<file path="src/rtl/round_controller_pkg.sv">
// Shared definitions for the Not Not round sequencer: FSM state encodings,
// colour indices and the single-keypress test.
package round_controller_pkg;

    typedef enum logic [2:0] {
        ST_IDLE   = 3'd0,
        ST_NEXT   = 3'd1,
        ST_SETTLE = 3'd2,
        ST_DRAW   = 3'd3,
        ST_PLAY   = 3'd4,
        ST_LOST   = 3'd5
    } state_e;

    localparam int unsigned COLOUR_RED    = 0;
    localparam int unsigned COLOUR_GREEN  = 1;
    localparam int unsigned COLOUR_BLUE   = 2;
    localparam int unsigned COLOUR_YELLOW = 3;
    localparam int unsigned NUM_COLOURS   = 4;

    // True when exactly one key bit is set.
    function automatic logic single_bit(input logic [NUM_COLOURS-1:0] key);
        return (key != '0) && ((key & (key - NUM_COLOURS'(1))) == '0);
    endfunction

endpackage

</file>
<file path="src/rtl/round_controller_if.sv">
// Handshake bundle between the round sequencer and its surroundings
// (keys/switches in, LFSR and text_display controls out).
interface round_controller_if #(
    parameter int unsigned SCORE_W = 8
);
    logic               start;
    logic [3:0]         answer_mask;
    logic [3:0]         player_key;
    logic               done_draw;
    logic               lfsr_enable;
    logic               draw_enable;
    logic               show_start;
    logic               lose;
    logic               round_active;
    logic [3:0]         time_left;
    logic [SCORE_W-1:0] score;

    modport master (
        output start, answer_mask, player_key, done_draw,
        input  lfsr_enable, draw_enable, show_start, lose, round_active, time_left, score
    );

    modport slave (
        input  start, answer_mask, player_key, done_draw,
        output lfsr_enable, draw_enable, show_start, lose, round_active, time_left, score
    );
endinterface

</file>
<file path="src/rtl/round_controller_timer.sv">
// Answer-window down-counter: loads a start value, counts down to zero and
// holds there, flagging expiry while the count is zero.
module round_controller_timer #(
    parameter int unsigned TICK_W = 28
) (
    input  logic              clock,
    input  logic              resetn,
    input  logic              load_i,
    input  logic [TICK_W-1:0] load_value_i,
    input  logic              dec_i,
    output logic [TICK_W-1:0] count_o,
    output logic              expired_o
);
    logic [TICK_W-1:0] count_q;
    logic [TICK_W-1:0] count_d;

    always_comb begin
        count_d = count_q;
        if (load_i) begin
            count_d = load_value_i;
        end else if (dec_i && (count_q != '0)) begin
            count_d = count_q - TICK_W'(1);
        end
    end

    always_ff @(posedge clock or negedge resetn) begin
        if (!resetn) begin
            count_q <= '0;
        end else begin
            count_q <= count_d;
        end
    end

    assign count_o   = count_q;
    assign expired_o = (count_q == '0);

endmodule

</file>
<file path="src/rtl/round_controller.sv">
// Not Not game sequencer: start screen, per-round LFSR advance and redraw,
// answer timing, key judging against the colour mask, and scoring.
module round_controller
    import round_controller_pkg::*;
#(
    parameter int unsigned ROUND_TICKS = 150_000_000,
    parameter int unsigned TICK_W      = 28,
    parameter int unsigned SCORE_W     = 8
) (
    input  logic         clock,
    input  logic         resetn,
    round_controller_if.slave bus
);
    state_e             state_q;
    state_e             state_d;
    logic [SCORE_W-1:0] score_q;
    logic [SCORE_W-1:0] score_d;

    logic               timer_load;
    logic               timer_dec;
    logic [TICK_W-1:0]  timer_count;
    logic               timer_expired;
    logic               round_won;
    logic               key_hits_mask;

    round_controller_timer #(
        .TICK_W (TICK_W)
    ) u_timer (
        .clock        (clock),
        .resetn       (resetn),
        .load_i       (timer_load),
        .load_value_i (TICK_W'(ROUND_TICKS - 1)),
        .dec_i        (timer_dec),
        .count_o      (timer_count),
        .expired_o    (timer_expired)
    );

    assign key_hits_mask = single_bit(bus.player_key) && ((bus.player_key & bus.answer_mask) != 4'd0);

    always_comb begin
        state_d    = state_q;
        score_d    = score_q;
        timer_load = 1'b0;
        timer_dec  = 1'b0;
        round_won  = 1'b0;

        case (state_q)
            ST_IDLE: begin
                if (bus.start) begin
                    score_d = '0;
                    state_d = ST_NEXT;
                end
            end
            ST_NEXT:   state_d = ST_SETTLE;
            ST_SETTLE: state_d = ST_DRAW;
            ST_DRAW: begin
                if (bus.done_draw) begin
                    timer_load = 1'b1;
                    state_d    = ST_PLAY;
                end
            end
            ST_PLAY: begin
                timer_dec = 1'b1;
                // A key press on the expiry cycle is judged as a key press.
                if (bus.player_key != 4'd0) begin
                    if (key_hits_mask) begin
                        round_won = 1'b1;
                    end else begin
                        state_d = ST_LOST;
                    end
                end else if (timer_expired) begin
                    if (bus.answer_mask == 4'd0) begin
                        round_won = 1'b1;
                    end else begin
                        state_d = ST_LOST;
                    end
                end
            end
            ST_LOST: begin
                if (bus.start) begin
                    score_d = '0;
                    state_d = ST_NEXT;
                end
            end
            default: state_d = ST_IDLE;
        endcase

        if (round_won) begin
            state_d = ST_NEXT;
            if (score_q != '1) begin
                score_d = score_q + SCORE_W'(1);
            end
        end
    end

    always_ff @(posedge clock or negedge resetn) begin
        if (!resetn) begin
            state_q <= ST_IDLE;
            score_q <= '0;
        end else begin
            state_q <= state_d;
            score_q <= score_d;
        end
    end

    // Outputs decode the registered state only, so reset clears them at once.
    assign bus.show_start   = (state_q == ST_IDLE);
    assign bus.lfsr_enable  = (state_q == ST_NEXT);
    assign bus.draw_enable  = (state_q == ST_DRAW);
    assign bus.round_active = (state_q == ST_PLAY);
    assign bus.lose         = (state_q == ST_LOST);
    assign bus.time_left    = (state_q == ST_PLAY) ? timer_count[TICK_W-1 -: 4] : 4'd0;
    assign bus.score        = score_q;

endmodule

</file>
<file path="src/flat_wrapper.sv">
// flat-port wrapper written by rule: the top's interface ports become plain ports
module round_controller_flat import round_controller_pkg::*;
#(
    parameter int unsigned ROUND_TICKS = 150_000_000,
    parameter int unsigned TICK_W      = 28,
    parameter int unsigned SCORE_W     = 8
)
  (clock, resetn, bus_start, bus_answer_mask, bus_player_key, bus_done_draw, bus_lfsr_enable, bus_draw_enable, bus_show_start, bus_lose, bus_round_active, bus_time_left, bus_score);
  round_controller_if #(.SCORE_W(SCORE_W)) bus_i ();
  input  logic clock;
  input  logic resetn;
  input wire logic [$bits(bus_i.start)-1:0] bus_start;
  input wire logic [$bits(bus_i.answer_mask)-1:0] bus_answer_mask;
  input wire logic [$bits(bus_i.player_key)-1:0] bus_player_key;
  input wire logic [$bits(bus_i.done_draw)-1:0] bus_done_draw;
  output wire logic [$bits(bus_i.lfsr_enable)-1:0] bus_lfsr_enable;
  output wire logic [$bits(bus_i.draw_enable)-1:0] bus_draw_enable;
  output wire logic [$bits(bus_i.show_start)-1:0] bus_show_start;
  output wire logic [$bits(bus_i.lose)-1:0] bus_lose;
  output wire logic [$bits(bus_i.round_active)-1:0] bus_round_active;
  output wire logic [$bits(bus_i.time_left)-1:0] bus_time_left;
  output wire logic [$bits(bus_i.score)-1:0] bus_score;
  assign bus_i.start = bus_start;
  assign bus_i.answer_mask = bus_answer_mask;
  assign bus_i.player_key = bus_player_key;
  assign bus_i.done_draw = bus_done_draw;
  assign bus_lfsr_enable = bus_i.lfsr_enable;
  assign bus_draw_enable = bus_i.draw_enable;
  assign bus_show_start = bus_i.show_start;
  assign bus_lose = bus_i.lose;
  assign bus_round_active = bus_i.round_active;
  assign bus_time_left = bus_i.time_left;
  assign bus_score = bus_i.score;
  round_controller #(.ROUND_TICKS(ROUND_TICKS), .TICK_W(TICK_W), .SCORE_W(SCORE_W)) u_core (.clock(clock), .resetn(resetn), .bus(bus_i));
endmodule
</file>
<file path="config.mk">
export PLATFORM = sky130hd
export DESIGN_NAME = round_controller_flat
export DESIGN_NICKNAME = d
export VERILOG_FILES = /design/src/rtl/round_controller_pkg.sv /design/src/rtl/round_controller_if.sv /design/src/rtl/round_controller_timer.sv /design/src/rtl/round_controller.sv /design/src/flat_wrapper.sv
export SDC_FILE = /design/constraint.sdc
export NUM_CORES = 1
export LEC_CHECK = 0
export ABC_AREA = 1
export CAP_MARGIN = 5
export CELL_PAD_IN_SITES_DETAIL_PLACEMENT = 1
export CELL_PAD_IN_SITES_GLOBAL_PLACEMENT = 2
export CORE_UTILIZATION = 24
export CTS_CLUSTER_DIAMETER = 100
export DETAILED_ROUTE_END_ITERATION = 10
export PLACE_DENSITY = 0.62
export SYNTH_ARGS = -nofsm -noshare
export SYNTH_HDL_FRONTEND = slang
export SYNTH_HIERARCHICAL = 1
export SYNTH_SLANG_ARGS = --single-unit
</file>
<file path="constraint.sdc">
create_clock -name clock -period 5.5 [get_ports clock]
set_input_delay 0.825 -clock clock [delete_from_list [all_inputs] [get_ports clock]]
set_output_delay 0.825 -clock clock [all_outputs]
set_load 0.01 [all_outputs]
</file>
Word-level counts from Yosys, hierarchy flattened
Index checks and enable logic that the tools add are counted.

storage, ports and cells
  memories = 0
  bits in latches = 0
  bits in read-only memories = 0
  input port bits = 12
  output and inout port bits = 17
  bits in writable memories = 0
  register bits = 39
  word-level logic and storage cells = 55

cells by class
  eq/ne operators = 11
  div/mod/pow operators = 0
  add/sub/neg operators = 3
  mux-type cells = 23
  reduce and logical (&&, ||, !) cells = 13
  order comparisons = 0
  shifts and indexed selects = 0
  multiply operators = 0
  bitwise logic cells = 2

operators with widths
  kind                                                                      number
  28-bit two-way mux                                                        2
  8-bit two-way mux                                                         4
  28-bit logical NOT                                                        1
  28-bit nonzero test                                                       1
  28-bit by 1-bit subtractor with 28-bit output (second input constant)     1
  3-bit two-way mux                                                         7
  3-bit case mux with 5 select lines                                        1
  8-bit by 1-bit adder with 8-bit output (second input constant)            1
  4-bit bitwise AND                                                         2
  4-bit logical NOT                                                         2
  1-bit two-way mux                                                         8
  8-bit inequality test (second input constant)                             1
  4-bit nonzero test                                                        2
  3-bit by 2-bit equality test with 1-bit output (second input constant)    2
  3-bit equality test (second input constant)                               2
  5-bit AND reduction                                                       1
  4-bit two-way mux                                                         1
  4-bit by 1-bit inequality test with 1-bit output (second input constant)  1
  4-bit by 2-bit inequality test with 1-bit output (second input constant)  1
  4-bit by 3-bit inequality test with 1-bit output (second input constant)  1
  4-bit by 1-bit subtractor with 4-bit output (second input constant)       1
  3-bit by 1-bit equality test with 1-bit output (second input constant)    1
  1-bit logical AND                                                         3
  3-bit logical NOT                                                         1
  other kinds (4)                                                           4

Depth between registers and ports, before layout
Gate-level depths: netlist (run 1).

  depth in word-level cells = 10
  gate-level depth with buffers = 14
  gate-level depth less buffers = 14

Hierarchy
The synthesis (run 1) kept the hierarchy.

modules (own cells, without submodules)
  module                  times used  cells each  seq. area each (sq um)  area each (sq um)
  round_controller_timer  1           357         700.7                   2183.3
  round_controller        1           159         275.3                   947.2

Least setup slack after synthesis (run 1)
Ideal clock, no wire load.

  path type = register -> output
  start = register u_core.state_q[1]
  end = output bus_time_left[0]
  setup slack = 3.537 ns
  cell stages (with the launch flop) = 6
  buffers on the path = 0
  arrival time = 1.138 ns
  data required time = 4.675 ns
  path through = dfrtp_1 -> inv_2 -> nand2_1 -> nor2_2 -> inv_1 -> nor2_1

on the way
  longest elaborated chain between the ends = 2

RTL lines
  element                 line                     source
  from (decl)             round_controller.sv:14   state_e state_q;
  from (signal assigned)  round_controller.sv:101  state_q <= state_d;
  3-bit equality test     --
  net bus_round_active    flat_wrapper.sv:20       output wire logic [$bits(bus_i.round_active)-1:0] bus_round_active;
  4-bit two-way mux       round_controller.sv:112  assign bus.time_left = (state_q == ST_PLAY) ? timer_count[TICK_W-1 -: 4] : 4'd0;
  to (decl)               flat_wrapper.sv:21       output wire logic [$bits(bus_i.time_left)-1:0] bus_time_left;

The timed path passes the listed nets, and every way through them passes these cells.

Final worst setup path (run 1)
  start = register u_core.state_q[1]
  end = output bus_time_left[0]

on the way
  longest elaborated chain between the ends = 2

RTL lines
  element              line
  3-bit equality test  round_controller.sv:112
  4-bit two-way mux    round_controller.sv:112

Every way passes these cells.

==> results.sh, run 1 <==
export IMPL_setup_tns_ns=0
export IMPL_yosys_warnings=6
export IMPL_cts_buffer_depth=2
export IMPL_netlist_top_cells_area="dfrtp_1 31%, nand2_1 25%, nand3_1 10%, nor2_1 7.3%, inv_1 7.0%"
export IMPL_setup_viol=0
export IMPL_wl_per_cell_um=13.9
export IMPL_die_area_sq_um=13500
export IMPL_ys_seq_area_share_pct=31.2
export IMPL_coreArea_sq_um=12700
export IMPL_synthTopCellsByCount="207 x nand2_1, 64 x nand3_1, 61 x nor2_1, 58 x inv_1, 39 x dfrtp_1"
export IMPL_syn2layout_area_growth_pct=23.5
export IMPL_routed_wl_um=10300
export IMPL_critical_path_top_delay_family="buffers and inverters"
export IMPL_die_x_um=116
export IMPL_clk_pin_slew_ns=0.06
export IMPL_ys_ff_latch=39
export IMPL_max_stage_delay_ns=0.56
export IMPL_drtPass1Iterations=4
export IMPL_path_buf_inv=3
export IMPL_antenna_left=0
export IMPL_initialDrtViolationCount=173
export IMPL_reg2reg_depth=13
export IMPL_initial_core_util_pct=24.7
export IMPL_cp_max_fo=7
export IMPL_finalHoldViolCount=0
export IMPL_fp_row_count=41
export IMPL_min_period_over_period_pct=53.5
export IMPL_end_kind="primary output"
export IMPL_netlist_area_leader_share_pct=31.2
export IMPL_worst_slew_pin_slew_ns=1.05
export IMPL_slowest_stage="clkdlybuf4s50_1"
export IMPL_worstPathCellList="inv_2, nand2_1, nor2_2, inv_1, nor2_1, clkdlybuf4s50_1"
export IMPL_required_ns=4.68
export IMPL_skew_ns=0.00861
export IMPL_synthesis_area_sq_um=3130
export IMPL_nNetsFinal=584
export IMPL_yosysUniqueCellTypes=30
export IMPL_p_per_area_nw_per_um2=475
export IMPL_overflow=0
export IMPL_clock_latency_ns=0.30
export IMPL_p_total_w=0.00183
export IMPL_via_per_inst=4.34
export IMPL_clockRootBuffer="clkbuf_16"
export IMPL_post_route_drc_count=0
export IMPL_path_depth=6
export IMPL_routed_via_count=3220
export IMPL_synthArstFlopShare_pct=100
export IMPL_cts_tree="yes"
export IMPL_port_buffer_count=28
export IMPL_slew_violations=0
export IMPL_cts_buffers=5
export IMPL_power_leakage_nw=1.99
export IMPL_synth_ff_type="dfrtp_1"
export IMPL_synth_most_common_cell="nand2_1"
export IMPL_min_path_cells=2
export IMPL_htreeDepth=2
export IMPL_ir_drop_v=0.000163
export IMPL_r2r_slack_ns=3.47
export IMPL_drive_gt1_share_pct=7.19
export IMPL_gp_congestion=0.786
export IMPL_cp_arrival_ns=2.12
export IMPL_cts_hold_buf=0
export IMPL_syn_avg_cell_area_sq_um=6.07
export IMPL_grt_max_degree=40
export IMPL_grt_pass1_vias=3447
export IMPL_n_fill_cell=1685
export IMPL_cp_start_kind="flip-flop"
export IMPL_syn_instance_count=516
export IMPL_die_h_um=116
export IMPL_period_needed_ns=2.94
export IMPL_cts_resized_gates=0
export IMPL_min_path_type="reg2reg"
export IMPL_synth_edff_count=0
export IMPL_antennaDiodeCount=0
export IMPL_outcome="finished, final reports clean"
export IMPL_hpwl_um=7780
export IMPL_fmax_mhz=340
export IMPL_grt_use_total_pct=17.0
export IMPL_clock_sinks=39
export IMPL_utilization_pct=30.5
export IMPL_pin_count=29
export IMPL_grt_first_pass_wirelength_um=17500
export IMPL_antenna_found_initial=0
export IMPL_relSlewSlack_pct=30.3
export IMPL_maxCapViolations=0
export IMPL_rsz0062_at_grt="no"
export IMPL_postCtsSetupRepairBufs=0
export IMPL_post_synth_top_area_cell="dfrtp_1"
export IMPL_crit_type="reg2out"
[power breakdown]
group	internal [W]	leakage, nW	switching [W]	total [W]
combinational	0.000305	1.39	0.000595	0.000900
clock	0.000260	0.0900	0.000133	0.000393
sequential	0.000393	0.503	0.000148	0.000541
[metrics by stage]
step           hold slack [ns]  area, sq um  std cells  setup slack (ns)
5_1_grt                  0.567         3860        742              2.35
3_5_place_dp             0.517         3670        734              2.83
3_3_place_gp             0.506         3670        734              2.94
4_1_cts                  0.533         3860        742              2.50
6_report                 0.526         3860        742              2.56
2_1_floorplan            0.474         3230        542              3.54
[worst register-to-register path: stages, from the launching register on]
cell and delay (ns):
dfrtp_1 0.42, nor2_1 0.26, nand2_1 0.13, nor2_1 0.20
nand2_2 0.12, nor2_4 0.12, inv_1 0.06, nor2_1 0.10
nand2_1 0.07, nand2_1 0.08, nand2_2 0.13, clkinv_2 0.15
nand2_1 0.07, nand2_1 0.07
[routing by layer]
layer	track usage (%)	routed length, um	up-vias
li1	-	-	1671
met1	21.6	4950	1507
met2	29.7	4920	34
met3	2.39	289	8
met4	5.30	127	0
met5	0	0	-
[layout make-up]
type / instances / area (sq um) / area share [%]
Timing Repair Buffer: 29 / 283 / 7.32
Multi-Input combinational cell: 429 / 1950 / 50.5
Inverter: 65 / 245 / 6.35
Clock inverter: 3 / 67.6 / 1.75
Sequential cell: 39 / 976 / 25.3
Clock buffer: 5 / 125 / 3.24
Tap cell: 172 / 215 / 5.57
[registers in the layout (all words and copies together), names as in the netlist]
register                flops
u_core/u_timer/count_o     28
u_core/bus.score            8
u_core/state_q              3
[placed cells by master, fill, tap and decap left out, types with 5 or more instances in the layout]
| master | n |
|---|---|
| o21ai_1 | 11 |
| conb_1 | 28 |
| nand2_1 | 207 |
| nor2_4 | 6 |
| nor2_1 | 60 |
| dfrtp_1 | 39 |
| inv_2 | 6 |
| nand4_1 | 8 |
| xor2_1 | 9 |
| inv_1 | 58 |
| o21ai_0 | 7 |
| clkbuf_16 | 5 |
| clkdlybuf4s50_1 | 27 |
| nand2_2 | 9 |
| nand3_1 | 64 |
[logic make-up (layout without fill, tap and decap cells)]
| family | Yosys count | after routing | share of synthesized area [%] |
|---|---|---|---|
| buffers and inverters | 74 | 102 | 9.79 |
| XOR/XNOR | 10 | 10 | 2.80 |
| adder cells (fa/ha/maj) | 3 | 3 | 1.20 |
| AND/OR/NAND/NOR | 367 | 367 | 51.4 |
| flip-flops | 39 | 39 | 31.2 |
| AO/OA/AOI/OAI | 21 | 21 | 3.40 |
| other | 2 | 28 | 0.240 |
[worst paths after layout]
path,endpoint,start
max,bus_time_left[0],u_core/state_q[1]$_DFFE_PN0P_
min,u_core/u_timer/count_o[0]$_DFFE_PN0P_,u_core/u_timer/count_o[0]$_DFFE_PN0P_
max reg2reg,u_core/bus.score[4]$_DFF_PN0_,u_core/u_timer/count_o[16]$_DFFE_PN0P_
min reg2reg,u_core/u_timer/count_o[0]$_DFFE_PN0P_,u_core/u_timer/count_o[0]$_DFFE_PN0P_
max in group asynchronous,u_core/u_timer/count_o[18]$_DFFE_PN0P_,resetn
min in group asynchronous,u_core/bus.score[0]$_DFF_PN0_,resetn
Power figures use the tool's default switching activity.
==> run 2, diff against run 1 <==
- PLACE_DENSITY: 0.62 -> 0.64
- clock period: 5.5 -> 2.6 ns (I/O delays scaled with it)
==> run 2 against run 1 <==
Final cell count is 0.81% higher. Clock skew fell by 0.0042 ns. Largest cell class unchanged. Count of clock-buffer cells in the layout grew 2. Sequential power is 110% higher.
==> results.sh, run 2 (synthesis gave the netlist of run 1 again) <==
export IMPL_drtPass1Iterations=4
export IMPL_finalHoldViolCount=0
export IMPL_antennaDiodeCount=0
export IMPL_setup_viol=0
export IMPL_coreArea_sq_um=12700
export IMPL_maxCapViolations=0
export IMPL_worst_slew_pin_slew_ns=0.565
export IMPL_cts_resized_gates=0
export IMPL_fp_row_count=41
export IMPL_rsz0062_at_grt="no"
export IMPL_cts_hold_buf=1
export IMPL_skew_ns=0.00445
export IMPL_clock_latency_ns=0.29
export IMPL_die_h_um=116
export IMPL_largest_reg_flops=28
export IMPL_use_met3_pct=3.11
export IMPL_grt_max_degree=23
export IMPL_antenna_found_initial=0
export IMPL_drive_gt1_share_pct=7.64
export IMPL_setup_ws_ns=0.336
export IMPL_initialDrtViolationCount=101
export IMPL_finalInstanceArea_sq_um=3860
export IMPL_cp_arrival_ns=1.87
export IMPL_htreeDepth=2
export IMPL_p_total_w=0.00368
export IMPL_overflow=0
export IMPL_cp_max_fo=4
export IMPL_layout_commonest_cell="nand2_1"
export IMPL_port_buffer_count=28
export IMPL_via_per_inst=4.39
export IMPL_die_x_um=116
export IMPL_syn2layout_area_growth_pct=23.2
export IMPL_period_needed_ns=2.26
export IMPL_setup_tns_ns=0
export IMPL_nNetsFinal=590
export IMPL_dp_slack_ns=0.633
export IMPL_ir_drop_v=0.000263
export IMPL_hpwl_um=7980
export IMPL_gr_usage_met2_pct=30.3
export IMPL_grt_pass1_vias=3376
export IMPL_cts_buffer_depth=2
export IMPL_gp_congestion=0.783
export IMPL_use_met1_pct=20.0
export IMPL_cts_buffers=5
export IMPL_pin_count=29
export IMPL_outcome="finished, final reports clean"
export IMPL_top_usage_layer="met2"
export IMPL_clockRootBuffer="clkbuf_16"
export IMPL_antenna_left=0
export IMPL_post_route_drc_count=0
export IMPL_die_area_sq_um=13500
export IMPL_cp_start_kind="flip-flop"
export IMPL_crit_type="reg2out"
export IMPL_grt_first_pass_wirelength_um=17000
export IMPL_fin_hold_ws_ns=0.527
export IMPL_clock_sinks=39
export IMPL_routed_wl_um=10100
export IMPL_fmax_mhz=442
export IMPL_min_period_over_period_pct=87.1
export IMPL_power_leakage_nw=1.99
export IMPL_routed_via_count=3280
export IMPL_end_kind="primary output"
export IMPL_final_cell_mix="207 x nand2_1, 64 x nand3_1, 60 x nor2_1, 58 x inv_1, 39 x dfrtp_1"
export IMPL_min_path_type="in2async"
export IMPL_initial_core_util_pct=24.7
export IMPL_cts_tree="yes"
export IMPL_grt_use_total_pct=16.7
export IMPL_slew_violations=0
export IMPL_wl_per_cell_um=13.5
export IMPL_relSlewSlack_pct=62.3
export IMPL_p_per_area_nw_per_um2=955
export IMPL_postCtsSetupRepairBufs=0
export IMPL_required_ns=2.21
export IMPL_place_area_sq_um=3710
export IMPL_clk_pin_slew_ns=0.06
-- run 2: metal layers --
layer	part of all wire, %	vias to the layer above
met5	0	-
met4	1.2	0
met3	2.7	8
met2	50	35
met1	46	1551
li1	-	1686
-- run 2: area by class of cell --
type / instances / area, sq um
tap: 172 / 215
inverter: 65 / 245
multi-input combinational: 429 / 1950
clock buffer: 7 / 133
fill: 1685 / 8810
clock inverter: 1 / 5.00
timing repair buffer: 35 / 330
sequential: 39 / 976
-- run 2: path summary, 6_finish.rpt --
path / start / slack (ns) / depth (start not counted) / end
worst max-delay path: u_core/state_q[1]$_DFFE_PN0P_ / 0.34 / 6 / bus_time_left[3]
worst min-delay path: resetn / 0.53 / 2 / u_core/state_q[0]$_DFFE_PN0P_
worst max register to register: u_core/u_timer/count_o[6]$_DFFE_PN0P_ / 0.65 / 13 / u_core/bus.score[2]$_DFF_PN0_
worst min register to register: u_core/u_timer/count_o[0]$_DFFE_PN0P_ / 0.53 / 2 / u_core/u_timer/count_o[0]$_DFFE_PN0P_
max in group asynchronous: resetn / 1.53 / 3 / u_core/u_timer/count_o[25]$_DFFE_PN0P_
min in group clock: u_core/u_timer/count_o[0]$_DFFE_PN0P_ / 0.53 / 2 / u_core/u_timer/count_o[0]$_DFFE_PN0P_
-- run 2: per-stage QoR --
stage               std cells  util [%]
finish                    748      30.4
global route              748      30.4
CTS                       748      30.4
detailed placement        739      29.3
global placement          739      29.3
floorplan                 542         -
-- run 2: power by group --
part	total (W)	switching, W	internal, W
registers	0.00112	0.000289	0.000833
clock network	0.000618	0.000262	0.000355
logic	0.00194	0.00128	0.000661
total	0.00368	0.00183	0.00185
-- run 2: worst max-delay path: stages (launching register included) --
cell and delay (ns):
dfrtp_1 0.44, inv_2 0.11, nand2_1 0.06, nor2_2 0.13, inv_1 0.14, nor2_1 0.15, clkdlybuf4s50_1 0.55
==> run 3, diff against run 2 <==
--- a/config.mk
+++ b/config.mk
@@ -11,6 +11,7 @@
 export CELL_PAD_IN_SITES_GLOBAL_PLACEMENT = 2
-export CORE_UTILIZATION = 24
+export CORE_UTILIZATION = 28
 export CTS_CLUSTER_DIAMETER = 100
 export DETAILED_ROUTE_END_ITERATION = 10
-export PLACE_DENSITY = 0.64
+export PLACE_DENSITY = 0.74
+export SKIP_CTS_REPAIR_TIMING = 1
 export SYNTH_ARGS = -nofsm -noshare
==> constraint.sdc (replaced) <==
create_clock -name clock -period 2.6 [get_ports clock]
set_input_delay 0.52 -clock clock [delete_from_list [all_inputs] [get_ports clock]]
set_output_delay 0.52 -clock clock [all_outputs]
set_load 0.01 [all_outputs]
==> run 3 against run 2 <==
Register-to-register slack got worse by 0.05 ns. Critical endpoint unchanged. Maximum frequency shrank 2.9%. Count of clock-buffer cells in the layout fell by 1. Non-clock buffer count fell by 1. Setup slack got worse by 0.066 ns. Clock skew is 0.0040 ns higher. Routed wire length shrank 3.3%. Largest cell class unchanged. Sequential share of layout area is 0.50 points higher. Die area shrank 14%. Flip-flop and latch count did not move.
==> results.sh, run 3 (synthesis gave the netlist of run 1 again) <==
export IMPL_min_path_type="in2async"
export IMPL_min_period_over_period_pct=89.6
export IMPL_cts_buffers=5
export IMPL_skew_ns=0.00845
export IMPL_post_route_drc_count=0
export IMPL_antennaDiodeCount=0
export IMPL_gp_congestion=0.770
export IMPL_drive_gt1_share_pct=8.00
export IMPL_slew_violations=0
export IMPL_period_needed_ns=2.33
export IMPL_via_per_inst=4.55
export IMPL_setup_viol=0
export IMPL_fin_hold_ws_ns=0.286
export IMPL_cp_arrival_ns=1.81
export IMPL_port_buffer_count=28
export IMPL_largest_reg_flops=28
export IMPL_rsz0062_at_grt="no"
export IMPL_worstPathCellList="inv_2, nand2_1, nor2_2, inv_1, nor2_1, clkdlybuf4s50_1"
export IMPL_finalHoldViolCount=0
export IMPL_grt_pass1_vias=3229
export IMPL_die_area_sq_um=11600
export IMPL_reg2reg_depth=10
export IMPL_nNetsFinal=589
export IMPL_coreArea_sq_um=10900
export IMPL_fmax_mhz=429
export IMPL_routed_via_count=3254
export IMPL_path_depth=6
export IMPL_cp_max_fo=4
export IMPL_antenna_found_initial=0
export IMPL_cts_tree="yes"
export IMPL_r2r_start="u_core/u_timer/count_o[0]$_DFFE_PN0P_"
export IMPL_die_x_um=108
export IMPL_cp_startpoint="u_core/state_q[1]$_DFFE_PN0P_"
export IMPL_grt_max_degree=40
export IMPL_antenna_left=0
export IMPL_n_fill_cell=1474
export IMPL_path_buf_inv=3
export IMPL_grt_first_pass_wirelength_um=16200
export IMPL_slowest_stage="clkdlybuf4s50_1"
export IMPL_routed_wl_um=9780
export IMPL_clock_sinks=39
export IMPL_crit_type="reg2out"
export IMPL_r2r_slack_ns=0.60
export IMPL_outcome="finished, final reports clean"
export IMPL_fp_row_count=38
export IMPL_final_cell_mix="207 x nand2_1, 64 x nand3_1, 60 x nor2_1, 58 x inv_1, 39 x dfrtp_1"
export IMPL_htreeDepth=2
export IMPL_drtPass1Iterations=4
export IMPL_grt_use_total_pct=17.8
export IMPL_p_per_area_nw_per_um2=955
export IMPL_initial_core_util_pct=28.8
export IMPL_overflow=0
export IMPL_cp_start_kind="flip-flop"
export IMPL_clockRootBuffer="clkbuf_8"
export IMPL_layout_commonest_cell="nand2_1"
export IMPL_hpwl_um=7560
export IMPL_cts_buffer_depth=2
export IMPL_initialDrtViolationCount=78
export IMPL_worst_slew_pin_slew_ns=0.584
export IMPL_power_leakage_nw=1.98
export IMPL_required_ns=2.08
export IMPL_setup_tns_ns=0
export IMPL_end_kind="primary output"
export IMPL_timing_critical_path_to="bus_time_left[3]"
export IMPL_r2r_end="u_core/u_timer/count_o[26]$_DFFE_PN0P_"
export IMPL_syn2layout_area_growth_pct=20.8
export IMPL_max_stage_delay_ns=0.56
export IMPL_wl_per_cell_um=13.7
export IMPL_relSlewSlack_pct=61.1
export IMPL_ir_drop_v=0.000332
export IMPL_clock_latency_ns=0.30
export IMPL_clk_pin_slew_ns=0.09
export IMPL_pin_count=29
export IMPL_critical_path_top_delay_family="buffers and inverters"
export IMPL_die_h_um=108
export IMPL_maxCapViolations=0
-- run 3: layout make-up --
type	count	area (sq um)	share of cell area, %
clock buffer	6	82.6	2.18
clock inverter	2	35.0	0.926
inverter	65	245	6.48
multi-input combinational	429	1950	51.5
sequential	39	976	25.8
tap	140	175	4.63
timing repair buffer	34	320	8.47
-- run 3: per-stage QoR --
| stage | power (W) | util [%] | area (sq um) | cells | setup WS (ns) |
|---|---|---|---|---|---|
| final | 0.00361 | 34.7 | 3780 | 715 | 0.270 |
| after global routing | 0.00398 | 34.7 | 3780 | 715 | 0.153 |
| after CTS | 0.00365 | 34.7 | 3780 | 715 | 0.248 |
| after detailed placement | 0.00308 | 33.7 | 3660 | 707 | 0.494 |
| after global placement | 0.00304 | 33.7 | 3660 | 707 | 0.509 |
| after floorplan | 0.00248 | - | 3230 | 542 | 0.711 |
-- run 3: worst min path at each step --
stage                                           from                                endpoint  slack, ns  depth (start not counted)
3_5_place_dp   u_core/u_timer/count_o[0]$_DFFE_PN0P_   u_core/u_timer/count_o[0]$_DFFE_PN0P_       0.51                          2
5_1_grt                                       resetn  u_core/u_timer/count_o[27]$_DFFE_PN0P_       0.33                          2
2_1_floorplan                                 resetn           u_core/bus.score[0]$_DFF_PN0_       0.22                          0
6_report                                      resetn  u_core/u_timer/count_o[20]$_DFFE_PN0P_       0.29                          2
4_1_cts                                       resetn  u_core/u_timer/count_o[20]$_DFFE_PN0P_       0.32                          2
3_3_place_gp   u_core/u_timer/count_o[0]$_DFFE_PN0P_   u_core/u_timer/count_o[0]$_DFFE_PN0P_       0.49                          2
-- run 3: routing by layer --
layer / track usage, % / vias to the layer above / part of all wire (%)
met5: 0 / - / 0
met4: 3.82 / 0 / 0.58
met3: 2.48 / 4 / 2.7
met2: 28.6 / 41 / 44
met1: 25.1 / 1522 / 53
li1: - / 1687 / -
-- run 3: report_power, final --
group          switching [W]  leakage [nW]  internal (W)
registers           0.000301         0.503      0.000830
clock network       0.000241        0.0612      0.000311
logic                0.00126          1.42      0.000664
total                0.00181          1.98       0.00181
